File: config.mk
export PLATFORM = sky130hd
export DESIGN_NAME = snail_pattern_serializer
export DESIGN_NICKNAME = d
export VERILOG_FILES = /design/src/rtl/snail_pattern_serializer.sv
export SDC_FILE = /design/constraint.sdc
export NUM_CORES = 1
export LEC_CHECK = 0
export CORE_MARGIN = 4
export CORE_UTILIZATION = 52
export DETAILED_ROUTE_END_ITERATION = 10
export GPL_TIMING_DRIVEN = 0
export PLACE_DENSITY = 0.8
export SYNTH_ARGS = -nofsm -noshare
export SYNTH_HDL_FRONTEND = slang
export SYNTH_SLANG_ARGS = --single-unit
File: constraint.sdc
create_clock -name clk -period 2.2 [get_ports clk]
set_input_delay 0.44 -clock clk [delete_from_list [all_inputs] [get_ports clk]]
set_output_delay 0.44 -clock clk [all_outputs]
set_load 0.01 [all_outputs]
File: src/rtl/snail_pattern_serializer.sv
// Serializes a captured W-bit pattern one bit per DIV clocks, with an en strobe marking each bit.
// Build option SNAIL_SER_LSB_FIRST_EN: shift right and present shreg[0] (LSB first); default is MSB first.
module snail_pattern_serializer #(
  parameter int W   = 8,
  parameter int DIV = 4
) (
  input  logic         clk,
  input  logic         rst,
  input  logic         load,
  input  logic [W-1:0] pattern,
  input  logic         repeat_mode,
  output logic         en,
  output logic         a,
  output logic         busy,
  output logic         done
);

  // state    | meaning
  // IDLE     | waiting for load; outputs quiet
  // SHIFT    | presenting bits, one en strobe every DIV clocks
  typedef enum logic {IDLE = 1'b0, SHIFT = 1'b1} state_t;

  localparam int CNT_W = $clog2(DIV + 1);
  localparam int BC_W  = $clog2(W);
  localparam logic [CNT_W-1:0] DIV_LAST = CNT_W'(DIV - 1);
  localparam logic [BC_W-1:0]  BIT_LAST = BC_W'(W - 1);

  state_t           state, state_nxt;
  logic [W-1:0]     shreg, shreg_nxt;
  logic [W-1:0]     copy, copy_nxt;
  logic [BC_W-1:0]  bit_cnt, bit_cnt_nxt;
  logic [CNT_W-1:0] div_cnt, div_cnt_nxt;
  logic             done_nxt;

  // Outputs decode registers only, so en and a never glitch.
  assign en   = (state == SHIFT) && (div_cnt == DIV_LAST);
  assign busy = (state == SHIFT);
`ifdef SNAIL_SER_LSB_FIRST_EN
  assign a    = (state == SHIFT) ? shreg[0] : 1'b0;
`else
  assign a    = (state == SHIFT) ? shreg[W-1] : 1'b0;
`endif

  always_comb begin
    state_nxt   = state;
    shreg_nxt   = shreg;
    copy_nxt    = copy;
    bit_cnt_nxt = bit_cnt;
    div_cnt_nxt = div_cnt;
    done_nxt    = 1'b0;
    case (state)
      IDLE: begin
        if (load) begin
          copy_nxt    = pattern;
          shreg_nxt   = pattern;
          bit_cnt_nxt = BIT_LAST;
          div_cnt_nxt = '0;
          state_nxt   = SHIFT;
        end
      end
      SHIFT: begin
        div_cnt_nxt = (div_cnt == DIV_LAST) ? '0 : div_cnt + CNT_W'(1);
        if (en) begin
          if (bit_cnt != '0) begin
`ifdef SNAIL_SER_LSB_FIRST_EN
            shreg_nxt = shreg >> 1;
`else
            shreg_nxt = shreg << 1;
`endif
            bit_cnt_nxt = bit_cnt - BC_W'(1);
          end else if (repeat_mode) begin
            // Reload from the captured copy so a live pattern change never leaks in.
            shreg_nxt   = copy;
            bit_cnt_nxt = BIT_LAST;
          end else begin
            state_nxt = IDLE;
            done_nxt  = 1'b1;
          end
        end
      end
      default: state_nxt = IDLE;
    endcase
  end

  always_ff @(posedge clk or posedge rst) begin
    if (rst) begin
      state   <= IDLE;
      shreg   <= '0;
      copy    <= '0;
      bit_cnt <= '0;
      div_cnt <= '0;
      done    <= 1'b0;
    end else begin
      state   <= state_nxt;
      shreg   <= shreg_nxt;
      copy    <= copy_nxt;
      bit_cnt <= bit_cnt_nxt;
      div_cnt <= div_cnt_nxt;
      done    <= done_nxt;
    end
  end

endmodule

==> results of run 1 <==
[flip-flops by register name, summed over array words and instances, names as in the netlist]
signal / count
bit_cnt: 3
done: 1
shreg: 8
busy: 1
copy: 8
div_cnt: 3
[logic make-up (layout without fill, tap and decap cells)]
family,Yosys count,count (layout)
AND/OR/NAND/NOR,45,45
flip-flops,24,24
AO/OA/AOI/OAI,19,19
buffers and inverters,14,32
multiplexers,7,7
adder cells (fa/ha/maj),3,3
[power groups by stage]
stage / sequential, mW / combinational (mW) / clock, mW
3_3_place_gp: 0.737 / 0.647 / 0
5_1_grt: 0.767 / 0.795 / 0.213
2_1_floorplan: 0.718 / 0.516 / 0
3_5_place_dp: 0.745 / 0.675 / 0
6_report: 0.743 / 0.688 / 0.183
4_1_cts: 0.735 / 0.679 / 0.194
[worst paths after layout]
path                              endpoint       start  cells past startpoint  slack [ns]
worst max-delay path                    en  div_cnt[0]                      4        0.11
worst min-delay path               copy[2]     copy[2]                      2        0.49
worst max register to register    shreg[5]  bit_cnt[0]                      5        0.48
worst min register to register     copy[2]     copy[2]                      2        0.49
max in group asynchronous       bit_cnt[0]         rst                      2        1.05
min in group asynchronous         shreg[6]         rst                      2        0.61
[synthesized netlist by cell type]
cell type	count
nand2_1	28
dfrtp_1	24
inv_1	10
mux2i_1	5
o221ai_1	5
nand2b_1	4
nor2_1	4
o21ai_0	4
ha_1	3
clkbuf_1	2
o21ai_2	2
a31oi_1	1
a32o_1	1
and2_1	1
and3_1	1
buf_4	1
buf_6	1
mux2_2	1
mux2_4	1
nand2b_4	1
nand3_1	1
nand3b_2	1
nor2b_1	1
nor3_1	1
nor3b_1	1
o21a_1	1
o21bai_1	1
o221a_1	1
o221a_2	1
o22ai_1	1
o311ai_2	1
or3_1	1
[layer usage]
| layer | GRT usage, % | share of wire, % | up-vias |
|---|---|---|---|
| li1 | - | - | 420 |
| met1 | 21.84 | 46 | 391 |
| met2 | 29.92 | 48 | 18 |
| met3 | 5.630 | 5.3 | 0 |
| met4 | 1.215 | 0 | 0 |
| met5 | 0 | 0 | - |
[per-stage QoR]
step           util, %  cell area (um2)  std cells
3_5_place_dp     65.90             1333        154
6_report         68.07             1376        157
3_3_place_gp     65.90             1333        154
2_1_floorplan        -             1149        112
4_1_cts          67.02             1355        157
5_1_grt          68.07             1376        157
[cell type report]
class	instances	area [um2]
multi-input combinational	74	505.5
clock buffer	3	22.52
fill	157	645.6
sequential	24	600.6
buffer	4	26.28
timing repair buffer	15	150.1
inverter	10	37.54
tap	27	33.78
[repair_timing]
action                                 in CTS  in global routing
cloned                                      0                  0
endpoints found under the hold margin       0                  0
gates resized for setup                     1                  3
setup endpoints to repair                   1                  1
[tightest hold or removal path, cell delays in order, from the launching register on]
cell     delay [ns]
dfrtp_1        0.36
nand2_1        0.05
nand2_1        0.06
==> results by group, run 1 <==
Timing
  – Max frequency: 0.4778 GHz
  – Period minus WS final: 2.093 ns
  – Min Hold Slack: 0.4915 ns
  – Worst slew margin: around two fifths
  – Min setup slack post-route: 0.1071 ns
  – Final hold violations: 0
  – Finish-stage setup viols: 0
  – Slew @ Worst Pin: 0.8810 ns
  – Final period utilization: 95.13%
  – Sum of negative setup slack: 0 ns
  – Clock Skews: 0.001514 ns
  – RSZ-0062 raised after global routing: false
  – Max Slew Vio Count: 0

Worst setup path
  – Slowest CP cell: clkdlybuf4s50_1
  – Setup crit end kind: output pin
  – Worst setup path class: reg2out
  – Critical Path, Cell by Cell: ha_4 -> nand3b_4 -> inv_2 -> clkdlybuf4s50_1
  – Setup crit start kind: flop
  – Max incr delay on CP: 0.53 ns
  – CP bufs+invs: 2
  – CP Max Fanout: 6
  – Required time of the critical path: between 1.5 and 2 ns
  – CP top delay family: buffers and inverters
  – CP arrival: 1.65 ns

Yosys
  – Compound-Gate Fraction of Synth Area: 13.73%
  – Simple-gate share of the synthesized area: approximately 19%
  – Syn avg cell area: slightly above 10 um2
  – Multiplexer area fraction after synthesis: 6.645%
  – Synth Net Count: 127
  – Seq/Total Area, Yosys: 52.29%
  – Post-synthesis xor/xnor area fraction: 0%
  – Yosys top cell area share: 52.29%
  – Yosys reg bits: 24
  – Post-Synth Adder-Cell Area: 3.268%
  – Netlist cell types: 32
  – Synthesized area: 1149 um2
  – Area leader, netlist: dfrtp_1
  – Synth area leaders: dfrtp_1 52%, nand2_1 9.2%, mux2i_1 4.4%
  – Mapped Cells: 112
  – Largest family of logic cells by synthesized area: simple AND/OR/NAND/NOR gates
  – Total number of yosys warnings: 0

Cells and area
  – ANT cells: 0
  – Most frequent cells in the layout: 28 x nand2_1, 24 x dfrtp_1, 15 x clkdlybuf4s50_1, 9 x inv_1
  – Area Growth Syn to Fin: 19.83%
  – Most common cell after layout, fill and taps aside: nand2_1
  – Fin nets: 147
  – Share of post-route cells with drive strength above 1: 11.54%

Route
  – DRC violations left: 0
  – Total routed wirelength: 2.094 mm
  – Post-route ant nets: 0
  – Initial DRC count: 15
  – DR WL/cell: 13.34 um
  – Drt pass-1 iters: 4
  – Vias: 829
  – Via/cell ratio: approximately 5.3

Pwr
  – Leak: ~0.66 nW
  – Switching Share: 34.73%
  – Combinational fraction of design power: 42.6%
  – Max IR drop VDD: about 0.64 mV
  – Pwr Density: 1172 nW/um2
  – Internal: ~1.1 mW
  – Final Power: 1.613 mW
  – Psw: 560.3 uW
  – Clock power share: 11.3%
  – Sequential share of power: 46.1%

Placement
  – Dpl hpwl: about 1.5 mm
  – Setup Slack @ Placement: about 0.22 ns
  – PortBufs: 15
  – Routability cong.: 0.7488

Clock tree
  – Clk_lat worst skew: ~0.30 ns
  – Postcts setup bufs: 0
  – CTS tree: yes
  – Root buffer cell: clkbuf_4
  – CTS max path bufs: 2
  – Worst-path clk slew: 0.12 ns
  – Clock H-tree levels: 1
  – CTS sink cnt: 24
  – Hold-fix buffers, CTS: 0
  – Clock buffer count from CTS: 3

Run status
  – Status: complete, no violations

Floorplanning
  – Initial Util: 56.81%
  – I/O pin cnt: 16
  – Core area: 2022 um2
  – DIE WIDTH: 55 um
  – Die ar.: 3025 um2
  – # rows: 16
  – Die height: ~55 um

Global routing
  – Largest net degree at the start of global routing: 25
  – Antenna violations before repair: 0
  – Global router's overall resource usage: 17.25%
  – Vias in the first global route: 814
  – GRT overflow: 0
  – Global-route wire length before repair: 3.650 mm

Hold path
  – Hold Crit Class: reg2reg

Run
  – Max cap viols: 0
Note: power is estimated with default switching activity, not from simulation.
==> inputs of run 2 (changes only) <==
--- a/config.mk
+++ b/config.mk
@@ -5,11 +5,13 @@
 export SDC_FILE = /design/constraint.sdc
 export NUM_CORES = 1
 export LEC_CHECK = 0
+export CELL_PAD_IN_SITES_DETAIL_PLACEMENT = 1
+export CELL_PAD_IN_SITES_GLOBAL_PLACEMENT = 1
 export CORE_MARGIN = 4
-export CORE_UTILIZATION = 52
+export CORE_UTILIZATION = 40
 export DETAILED_ROUTE_END_ITERATION = 10
 export GPL_TIMING_DRIVEN = 0
-export PLACE_DENSITY = 0.8
+export PLACE_DENSITY = 0.79
 export SYNTH_ARGS = -nofsm -noshare
 export SYNTH_HDL_FRONTEND = slang
 export SYNTH_SLANG_ARGS = --single-unit
==> run 2 against run 1 <==
Critical path type unchanged. Critical endpoint unchanged. Largest cell class unchanged. Count of clock-buffer cells in the layout grew 1. Largest power group unchanged. Via count increased by 2.3%. Die area increased by 25%.
==> results by group, run 2 (synthesis gave the netlist of run 1 again) <==
Run status
  – Status: complete, no violations

Timing
  – Max Slew Vio Count: 0
  – RSZ-0062 raised after global routing: false
  – Period minus WS final: 2.109 ns
  – Slew @ Worst Pin: 0.9268 ns
  – Final hold violations: 0
  – Clock Skews: 0.008988 ns
  – Worst slew margin: 38.15%
  – Min setup slack post-route: 0.09095 ns
  – Final period utilization: between 90 and 100%
  – Max frequency: between 0.4 and 0.5 GHz
  – Finish-stage setup viols: 0
  – Sum of negative setup slack: 0 ns

Placement
  – Routability cong.: 0.7395
  – Dpl hpwl: 1.746 mm
  – DP Area: approximately 1300 um2
  – Setup Slack @ Placement: 0.1978 ns
  – Dpl cells: about 160
  – PortBufs: 15

Clock tree
  – CTS sink cnt: 24
  – Hold-fix buffers, CTS: 0
  – Clk_lat worst skew: 0.31 ns
  – CTS tree: yes
  – Worst-path clk slew: about 0.14 ns
  – Root buffer cell: clkbuf_4
  – Clock H-tree levels: 1
  – CTS max path bufs: 2
  – Clock buffer count from CTS: 3

Pwr
  – Pwr Density: roughly 1200 nW/um2
  – Psw: 592.0 uW
  – Clock power share: 14.1%
  – Combinational fraction of design power: 41.9%
  – Sequential share of power: 44.0%
  – Switching Share: 35.18%
  – Max IR drop VDD: 0.5329 mV
  – Internal: 1.091 mW
  – Leak: 0.6683 nW
  – Final Power: 1.683 mW

Worst setup path
  – Setup crit end kind: output pin
  – CP arrival: 1.67 ns
  – Required time of the critical path: ~1.8 ns
  – CP Max Fanout: 6
  – Setup crit start kind: flop
  – Worst setup path class: reg2out

Cells and area
  – Biggest regs: copy x8, shreg x8
  – ANT cells: 0
  – Non-Filler Instances: 163
  – Share of post-route cells with drive strength above 1: 12.88%
  – Fill cells: 334
  – Area Growth Syn to Fin: 21.24%
  – Most frequent cells in the layout: 28 x nand2_1, 24 x dfrtp_1, 15 x clkdlybuf4s50_1, 9 x inv_1
  – Most common cell after layout, fill and taps aside: nand2_1
  – Fin nets: 148
  – Design area: 1393 um2

Floorplanning
  – Initial Util: a little over two fifths
  – # rows: 19
  – Core area: 2758 um2
  – Die ar.: 3793 um2
  – DIE WIDTH: 61.59 um
  – Die height: 61.59 um
  – I/O pin cnt: 16

Route
  – DR WL/cell: 14.78 um
  – Vias: ~850
  – Total routed wirelength: approximately 2.4 mm
  – DRC violations left: 0
  – Drt pass-1 iters: 3
  – Via/cell ratio: 5.202
  – Initial DRC count: 18
  – Post-route ant nets: 0

Global routing
  – Global-route wire length before repair: 4.160 mm
  – GRT overflow: 0
  – Vias in the first global route: about 940
  – Antenna violations before repair: 0
  – Global router's overall resource usage: 14.87%
  – Largest net degree at the start of global routing: 25

Run
  – Max cap viols: 0

Hold path
  – Hold Crit Class: reg2reg
## run 2: layer usage
metal	vias up	wire, um	global-route usage (%)
li1	421	-	-
met1	414	1143	18.60
met2	11	1169	25.41
met3	2	78	2.935
met4	0	17	5.152
met5	-	0	0
## run 2: final timing paths
path / end / slack [ns] / cells after the start / startpoint
max: en / 0.09 / 4 / div_cnt[0]
max reg2reg: shreg[5] / 0.48 / 5 / bit_cnt[0]
min in group asynchronous: shreg[7] / 0.61 / 2 / rst
max in group asynchronous: div_cnt[2] / 1.01 / 2 / rst
min: copy[4] / 0.49 / 2 / copy[4]
min reg2reg: copy[4] / 0.49 / 2 / copy[4]
## run 2: power groups by stage
stage	registers, mW	clock network [mW]	logic, mW
after floorplan	0.718	0	0.516
after global placement	0.738	0	0.655
after detailed placement	0.751	0	0.689
after CTS	0.740	0.250	0.718
after global routing	0.761	0.265	0.808
final	0.740	0.238	0.705
## run 2: area by class of cell
| cell class | instances | area, um2 | share of cell area (%) |
|---|---|---|---|
| clock buffer | 4 | 36.28 | 2.606 |
| inverter | 10 | 37.54 | 2.695 |
| buffer | 4 | 26.28 | 1.887 |
| multi-input combinational | 74 | 495.5 | 35.58 |
| tap | 31 | 38.79 | 2.785 |
| sequential | 24 | 600.6 | 43.13 |
| timing repair buffer | 16 | 157.7 | 11.32 |
## run 2: worst max-delay path: stages, from the launching register on
cell and delay, ns:
dfrtp_1 0.38, ha_2 0.22, nand3b_4 0.12, inv_2 0.10, clkdlybuf4s50_1 0.54
## run 2: timing repair
item | 4_1_cts | 5_1_grt
endpoints found under the setup margin | 1 | 1
buffers inserted | 1 | 0
gates cloned | 0 | 0
hold endpoints to repair | 0 | 0
gates resized for setup | 2 | 1
## run 2: through the flow
step	util, %	hold slack, ns
final	50.50	0.4910
after global routing	50.50	0.5263
after CTS	50.41	0.4969
after detailed placement	48.50	0.4646
after global placement	48.50	0.4598
after floorplan	-	0.4417
